### config.mk
export PLATFORM = sky130hd
export DESIGN_NAME = iir_filter_mc
export DESIGN_NICKNAME = d
export VERILOG_FILES = /design/src/rtl/iir_filter_mc_pkg.sv /design/src/rtl/iir_filter_mc_mac.sv /design/src/rtl/iir_filter_mc.sv
export SDC_FILE = /design/constraint.sdc
export NUM_CORES = 1
export LEC_CHECK = 0
export CAP_MARGIN = 20
export CORE_ASPECT_RATIO = 0.5
export CORE_UTILIZATION = 45
export CTS_CLUSTER_DIAMETER = 200
export DETAILED_ROUTE_END_ITERATION = 12
export HOLD_SLACK_MARGIN = 0.02
export PLACE_DENSITY = 0.74
export SETUP_SLACK_MARGIN = 0.1
export SKIP_LAST_GASP = 1
export SYNTH_ARGS = -nofsm -noshare
export SYNTH_HDL_FRONTEND = slang
export SYNTH_SLANG_ARGS = --single-unit
### constraint.sdc
create_clock -name clk -period 13.1 [get_ports clk]
set_input_delay 1.31 -clock clk [delete_from_list [all_inputs] [get_ports clk]]
set_output_delay 1.31 -clock clk [all_outputs]
set_load 0.03 [all_outputs]
### src/rtl/iir_filter_mc_pkg.sv
// Shared constants, FSM state type and fixed-point helper
// for the multichannel direct-form-I IIR filter.
package iir_filter_mc_pkg;

    localparam int FRAC_BITS_DEF = 10;
    localparam int DQ_W          = 128;

    // Default deemphasis coefficients
    localparam logic [31:0] DEEMPH_B  = 32'h0000_00b2;
    localparam logic [31:0] DEEMPH_A0 = 32'h0000_0000;
    localparam logic [31:0] DEEMPH_A1 = 32'hffff_fd66;

    typedef enum logic [1:0] {
        READ  = 2'd0,
        MAC   = 2'd1,
        WRITE = 2'd2
    } iir_state_t;

    // Divide by 2^frac, rounding toward zero
    function automatic logic signed [DQ_W-1:0] DEQUANTIZE_I(
        input logic signed [DQ_W-1:0] p,
        input int                     frac
    );
        logic signed [DQ_W-1:0] bias;
        bias = p[DQ_W-1] ? ((DQ_W'(1) << frac) - DQ_W'(1)) : '0;
        return (p + bias) >>> frac;
    endfunction

endpackage

### src/rtl/iir_filter_mc_mac.sv
// Multiply, dequantize toward zero and accumulate.
// One product per enabled cycle; clear has priority.
module iir_filter_mc_mac
    import iir_filter_mc_pkg::*;
#(
    parameter int DW = 32,
    parameter int AW = DW + 8,
    parameter int FB = FRAC_BITS_DEF
) (
    input  logic                 clk,
    input  logic                 rst,
    input  logic                 i_clr,
    input  logic                 i_en,
    input  logic signed [DW-1:0] i_coeff,
    input  logic signed [DW-1:0] i_data,
    output logic signed [AW-1:0] o_acc
);

    logic signed [2*DW-1:0] w_prod;
    logic signed [AW-1:0]   w_term;

    assign w_prod = (2*DW)'(i_coeff) * (2*DW)'(i_data);
    assign w_term = AW'(DEQUANTIZE_I(DQ_W'(w_prod), FB));

    // Accumulator register
    always_ff @(posedge clk or posedge rst) begin
        if (rst) begin
            o_acc <= '0;
        end else if (i_clr) begin
            o_acc <= '0;
        end else if (i_en) begin
            o_acc <= o_acc + w_term;
        end
    end

endmodule

### src/rtl/iir_filter_mc.sv
// Multichannel DF-I IIR filter, one shared MAC, FIFO-to-FIFO.
// Optional IIR_SAT_EN: clamp output and add sticky sat_seen.
module iir_filter_mc
    import iir_filter_mc_pkg::*;
#(
    parameter int DATA_WIDTH   = 32,
    parameter int TAPS         = 2,
    parameter int NUM_CHANNELS = 1,
    parameter int FRAC_BITS    = FRAC_BITS_DEF,
    parameter logic [0:TAPS-1][DATA_WIDTH-1:0] X_COEFFS =
        {DEEMPH_B, DEEMPH_B},
    parameter logic [0:TAPS-1][DATA_WIDTH-1:0] Y_COEFFS =
        {DEEMPH_A0, DEEMPH_A1},
    localparam int CHW =
        (NUM_CHANNELS > 1) ? $clog2(NUM_CHANNELS) : 1
) (
    input  logic                         clk,
    input  logic                         rst,
    input  logic                         clear_hist,
    input  logic                         x_in_empty,
    input  logic signed [DATA_WIDTH-1:0] x_in,
    output logic                         x_in_rd_en,
    input  logic                         y_out_full,
    output logic signed [DATA_WIDTH-1:0] y_out,
    output logic [CHW-1:0]               y_out_ch,
    output logic                         y_out_wr_en
`ifdef IIR_SAT_EN
    ,
    output logic                         sat_seen
`endif
);

    localparam int AW  = DATA_WIDTH + 8;
    localparam int TCW = $clog2(2*TAPS-1);
    localparam int TIW = $clog2(TAPS);
    localparam int YIW = (TAPS > 2) ? $clog2(TAPS-1) : 1;

    localparam logic [TCW-1:0] TAP_LAST = TCW'(2*TAPS-2);
    localparam logic [TCW-1:0] TAP_Y0   = TCW'(TAPS);
    localparam logic [CHW-1:0] CH_LAST  = CHW'(NUM_CHANNELS-1);

    iir_state_t r_state;
    iir_state_t w_next;

    logic [TCW-1:0] r_tap;
    logic [CHW-1:0] r_ch;

    // x[n-k] at [k]; y[n-1-j] at [j]
    logic signed [DATA_WIDTH-1:0] r_x_hist [NUM_CHANNELS][TAPS];
    logic signed [DATA_WIDTH-1:0] r_y_hist [NUM_CHANNELS][TAPS-1];

    logic [TIW-1:0]               w_xi;
    logic [TIW-1:0]               w_ai;
    logic [YIW-1:0]               w_yi;
    logic signed [DATA_WIDTH-1:0] w_coeff;
    logic signed [DATA_WIDTH-1:0] w_data;
    logic signed [AW-1:0]         w_acc;
    logic signed [DATA_WIDTH-1:0] w_y;

    // Next state and FIFO strobes
    always_comb begin
        w_next      = r_state;
        x_in_rd_en  = 1'b0;
        y_out_wr_en = 1'b0;
        unique case (r_state)
            READ: begin
                if (!x_in_empty) begin
                    x_in_rd_en = 1'b1;
                    w_next     = MAC;
                end
            end
            MAC: begin
                if (r_tap == TAP_LAST) begin
                    w_next = WRITE;
                end
            end
            WRITE: begin
                if (!y_out_full) begin
                    y_out_wr_en = 1'b1;
                    w_next      = READ;
                end
            end
            default: w_next = READ;
        endcase
        if (rst || clear_hist) begin
            x_in_rd_en  = 1'b0;
            y_out_wr_en = 1'b0;
            w_next      = READ;
        end
    end

    // State register
    always_ff @(posedge clk or posedge rst) begin
        if (rst) begin
            r_state <= READ;
        end else begin
            r_state <= w_next;
        end
    end

    // Tap operand select: b_k * x[n-k], then a_k * y[n-k]
    always_comb begin
        w_xi    = '0;
        w_ai    = '0;
        w_yi    = '0;
        w_coeff = '0;
        w_data  = '0;
        if (r_tap < TAP_Y0) begin
            w_xi    = TIW'(r_tap);
            w_coeff = X_COEFFS[w_xi];
            w_data  = r_x_hist[r_ch][w_xi];
        end else begin
            w_ai    = TIW'(r_tap - TAP_Y0 + 1'b1);
            w_yi    = YIW'(r_tap - TAP_Y0);
            w_coeff = Y_COEFFS[w_ai];
            w_data  = r_y_hist[r_ch][w_yi];
        end
    end

    iir_filter_mc_mac #(
        .DW (DATA_WIDTH),
        .AW (AW),
        .FB (FRAC_BITS)
    ) u_mac (
        .clk     (clk),
        .rst     (rst),
        .i_clr   (x_in_rd_en | clear_hist),
        .i_en    (r_state == MAC),
        .i_coeff (w_coeff),
        .i_data  (w_data),
        .o_acc   (w_acc)
    );

`ifdef IIR_SAT_EN
    localparam logic signed [AW-1:0] Y_MAX =
        {{(AW-DATA_WIDTH+1){1'b0}}, {(DATA_WIDTH-1){1'b1}}};
    localparam logic signed [AW-1:0] Y_MIN =
        {{(AW-DATA_WIDTH+1){1'b1}}, {(DATA_WIDTH-1){1'b0}}};

    logic w_sat;

    // Clamp the wide sum into the output range
    always_comb begin
        w_sat = 1'b0;
        w_y   = w_acc[DATA_WIDTH-1:0];
        if (w_acc > Y_MAX) begin
            w_sat = 1'b1;
            w_y   = Y_MAX[DATA_WIDTH-1:0];
        end else if (w_acc < Y_MIN) begin
            w_sat = 1'b1;
            w_y   = Y_MIN[DATA_WIDTH-1:0];
        end
    end

    // Sticky saturation flag, set on a clamped push
    always_ff @(posedge clk or posedge rst) begin
        if (rst) begin
            sat_seen <= 1'b0;
        end else if (clear_hist) begin
            sat_seen <= 1'b0;
        end else if (y_out_wr_en && w_sat) begin
            sat_seen <= 1'b1;
        end
    end
`else
    logic [AW-DATA_WIDTH-1:0] w_unused_acc_hi;

    assign w_unused_acc_hi = w_acc[AW-1:DATA_WIDTH];
    assign w_y             = w_acc[DATA_WIDTH-1:0];
`endif

    assign y_out    = w_y;
    assign y_out_ch = r_ch;

    // Tap counter, channel counter and per-channel histories
    always_ff @(posedge clk or posedge rst) begin
        if (rst) begin
            r_tap <= '0;
            r_ch  <= '0;
            for (int c = 0; c < NUM_CHANNELS; c++) begin
                for (int k = 0; k < TAPS; k++) begin
                    r_x_hist[c][k] <= '0;
                end
                for (int k = 0; k < TAPS-1; k++) begin
                    r_y_hist[c][k] <= '0;
                end
            end
        end else if (clear_hist) begin
            r_tap <= '0;
            r_ch  <= '0;
            for (int c = 0; c < NUM_CHANNELS; c++) begin
                for (int k = 0; k < TAPS; k++) begin
                    r_x_hist[c][k] <= '0;
                end
                for (int k = 0; k < TAPS-1; k++) begin
                    r_y_hist[c][k] <= '0;
                end
            end
        end else begin
            if (x_in_rd_en) begin
                r_tap <= '0;
                for (int k = TAPS-1; k > 0; k--) begin
                    r_x_hist[r_ch][k] <= r_x_hist[r_ch][k-1];
                end
                r_x_hist[r_ch][0] <= x_in;
            end else if (r_state == MAC) begin
                r_tap <= r_tap + 1'b1;
            end
            if (y_out_wr_en) begin
                for (int k = TAPS-2; k > 0; k--) begin
                    r_y_hist[r_ch][k] <= r_y_hist[r_ch][k-1];
                end
                r_y_hist[r_ch][0] <= w_y;
                r_ch <= (r_ch == CH_LAST) ? '0 : r_ch + 1'b1;
            end
        end
    end

endmodule

==> impl_metrics.yaml <==
status:
  run_status: "completed"
detailed_routing:
  route.detailed.drc: 0
  routed-via-count: 18000
  route.detailed.wl_per_inst_um: 19.3
  final_antenna_net_count: 0
  route.final.wire_length_um: 64900
  firstDrtPassIters: 5
  drt-vias-per-instance: 5.34
  drt-initial-drc-count: 1370
hold_path:
  hold_path.startpoint: "r_state[1]"
  worstHoldEndpoint: "r_state[0]"
  hold_removal_path_class: "reg -> reg"
  worst_hold_path.num_cells: 1
clocking:
  clock_sink_count: 132
  cts-root-buf: "sky130_fd_sc_hd__clkbuf_16"
  worst_setup_hold_path_clk_slew_ps: 70
  cts_max_level: 4
  cts_buffer_depth: 2
  post_cts_hold_buffer_count: 0
  numCtsBuffers: 17
  cts_tree: "done"
  clock_insertion_delay_worst_skew_ps: 460
timing:
  fin_crit_share: 0.957
  clock_skew_ps: 17.3
  fmax_mhz: 79.8
  slew_margin_rel: 0.412
  worstMarginPinSlew_ps: 881
  finalHoldViolCount: 0
  min_period_ps: 12530
  rsz0062_at_grt: "no"
  final_max_slew_viol_count: 0
  final.setup.tns_ps: 0
  finalSetupViolCount: 0
power:
  seq_power_share: 0.313
  p_comb_frac: 0.320
  switch_share: 0.383
  power.switching_uw: 520
  vdd.ir_drop.worst_mv: 0.0660
  power.density_cell_area_nw_per_um2: 51.0
  clock_power_share: 0.367
  static-leakage-power_nw: 13.6
  power_report.internal_total_uw: 837
layout:
  fin_area_um2: 26600
  number_of_nets_in_the_finished_design: 3345
  diode_insertion_count_for_antenna_repair: 0
  syn_to_final_growth_pct: 13.6
  drive_above_1_share: 0.117
  n_fill_cell: 4529
  stdcell_count: 3372
grt:
  track_usage: 0.254
  first_global_vias: 18300
  antenna_violations_before_repair: 1
  grt_first_pass_wirelength_um: 103000
  globalRoute.totalOverflow: 0
  grt_max_degree: 68
worst_setup_path:
  worst_ep_arrival_time_ps: 12870
  critical_path.slowest_cell: "sky130_fd_sc_hd__fa_1"
  type_of_element_capturing_the_critical_path: "register"
  timing.critical_path.mode_cell: "sky130_fd_sc_hd__fa_1"
  r2r_setup_slack_ps: 570
  worst-setup-path-type: "reg -> reg"
  worst_r2r_startpoint: "r_tap[0]"
  cp_data_required_time_ps: 13440
  critical_path_peak_fanout: 11
  timing.rr.end: "u_mac.o_acc[31]"
  crit_path_max_incr_delay_ps: 620
  reg2regPathDepth: 46
  timing.critical_path.from_type: "register"
placement:
  dpl.cell_count: 3295
  buffers_on_ports: 70
  post-dp-hpwl_um: 53700
  detailed_place.area_um2: 25300
  gp_congestion: 0.995
yosys:
  yosys.area.top_type_share: 0.331
  synth_area_um2: 23400
  synthFlopType: "sky130_fd_sc_hd__dfrtp_1"
  synth-seq-cells: 132
  synth_top_cells_by_area: "sky130_fd_sc_hd__fa_1 33%, sky130_fd_sc_hd__dfrtp_1 14%, sky130_fd_sc_hd__ha_1 13%"
  ys_types: 86
  synth_edf_count: 0
  yosysWarningCount: 0
  mean_instance_size_in_the_synthesized_netlist_um2: 9.22
  synth-async-reset-ratio: 1.00
  synth_seq_area_share: 0.141
  synthDominantAreaCellType: "sky130_fd_sc_hd__fa_1"
  synth_nets: 3216
  synth_cells: 2540
floorplan:
  fp.dieArea_um2: 53000
  io_pins: 72
  die_h_um: 163
  dieWidth_um: 325
  fp-row-count: 58
  core_area_um2: 50800
  floorplan.initialDensity: 0.461
job:
  number_of_maximum_capacitance_constraint_violations: 0
==> routing by layer <==
metal / routed length (um) / share of wire / track usage / up-vias
met3: 6690 / 0.10 / 0.0934 / 70
li1: - / - / - / 8351
met5: 13 / 0.00020 / 0 / -
met4: 908 / 0.014 / 0.0420 / 2
met1: 30500 / 0.47 / 0.369 / 9044
met2: 26800 / 0.41 / 0.362 / 547
==> layout by cell type (no fill, tap or decap), types with 11 or more instances in the layout <==
cell,instances
sky130_fd_sc_hd__xor2_1,30
sky130_fd_sc_hd__mux2i_1,29
sky130_fd_sc_hd__a21oi_1,142
sky130_fd_sc_hd__xnor2_1,58
sky130_fd_sc_hd__or2_2,21
sky130_fd_sc_hd__o21bai_1,12
sky130_fd_sc_hd__fa_1,373
sky130_fd_sc_hd__a21o_1,30
sky130_fd_sc_hd__o21ai_0,102
sky130_fd_sc_hd__clkdlybuf4s50_1,69
sky130_fd_sc_hd__nand3_1,24
sky130_fd_sc_hd__o21a_1,13
sky130_fd_sc_hd__ha_1,237
sky130_fd_sc_hd__nand2b_1,52
sky130_fd_sc_hd__nand4_1,20
sky130_fd_sc_hd__fa_2,14
sky130_fd_sc_hd__inv_1,518
sky130_fd_sc_hd__a211oi_1,11
sky130_fd_sc_hd__mux2_2,12
sky130_fd_sc_hd__clkbuf_16,18
sky130_fd_sc_hd__nor2_1,107
sky130_fd_sc_hd__o211ai_1,11
sky130_fd_sc_hd__nor3_1,20
sky130_fd_sc_hd__dfrtp_1,131
sky130_fd_sc_hd__buf_4,109
sky130_fd_sc_hd__nand2_1,247
sky130_fd_sc_hd__inv_2,12
sky130_fd_sc_hd__and2_1,21
==> how the worst max path moves through the flow <==
stage	startpoint	end	slack, ps	depth (start not counted)
after floorplan	r_tap[0]	u_mac.o_acc[31]	130	52
after global placement	r_tap[0]	u_mac.o_acc[30]	210	42
after detailed placement	r_tap[0]	u_mac.o_acc[30]	40	46
after CTS	r_tap[0]	u_mac.o_acc[31]	40	48
after global routing	r_tap[0]	u_mac.o_acc[31]	50	49
final	r_tap[0]	u_mac.o_acc[31]	570	46
==> Yosys cell counts (all sizes together) (5+ instances only) <==
library cell	n
nand4	20
o21ai	115
a2111oi	7
xnor2	59
xor2	31
a211oi	15
mux2i	33
a21o	30
nand2	249
or2	22
a31oi	6
clkbuf	58
buf	21
o31ai	8
ha	252
o21a	13
nor2b	10
fa	387
or4	5
dfrtp	132
nor2	110
and4	9
or3	10
nor4	11
and3	9
and2	23
nand2b	54
a21oi	148
inv	536
a21boi	8
o21bai	13
a31o	5
o211ai	13
nand3	24
nor3	26
mux2	12
==> critical path, delay by kind of cell (launching register included) <==
| kind | cells | cell delay, ps |
|---|---|---|
| adder cells (fa/ha/maj) | 11 | 5160 |
| AND/OR/NAND/NOR | 10 | 2380 |
| buffers and inverters | 8 | 940 |
| flip-flops | 1 | 400 |
| XOR/XNOR | 2 | 330 |
| AO/OA/AOI/OAI | 12 | 2390 |
| multiplexers | 3 | 770 |
==> power groups by stage <==
stage | sequential, mW | combinational [mW] | clock (mW)
global route | 0.425 | 0.484 | 0.520
detailed placement | 0.432 | 0.407 | 0
global placement | 0.432 | 0.403 | 0
finish | 0.424 | 0.434 | 0.499
CTS | 0.424 | 0.413 | 0.503
floorplan | 0.433 | 0.284 | 0
==> final cells by class <==
class                   count  area, um2  area share
clock inverters            15        134     0.00503
inverters                 536       2040      0.0765
well taps                 690        863      0.0324
flip-flops and latches    132       3300       0.124
clock buffers              17        425      0.0160
repair buffers            189       1670      0.0629
multi-input cells        1793      18200       0.683
==> cells by family after synthesis <==
family	after synthesis	share of synthesized area
multiplexers	46	0.0208
AND/OR/NAND/NOR	597	0.124
buffers and inverters	615	0.100
other	2	0.000321
AO/OA/AOI/OAI	419	0.115
adder cells (fa/ha/maj)	639	0.465
XOR/XNOR	90	0.0337
flip-flops	132	0.141
==> registers in the layout, summed over array words and instances, names as in the netlist <==
signal       count
u_mac.o_acc     32
r_y_hist        32
r_x_hist        64
r_tap            2
r_state          2
==> through the flow <==
stage	hold WS (ps)	total power, mW	util	setup WS [ps]
floorplan	470	0.716	-	132
global placement	487	0.835	0.497	209
detailed placement	502	0.839	0.498	42.8
CTS	512	1.34	0.509	41.2
global route	534	1.43	0.524	47.2
finish	516	1.36	0.524	567
==> repair_timing <==
item                       4_1_cts  5_1_grt
setup endpoints to repair        5       14
pin swaps                        0       26
setup buffers                    0       43
gates cloned                     0        2
resized for setup                3      104
Note: power is estimated with default switching activity, not from simulation.
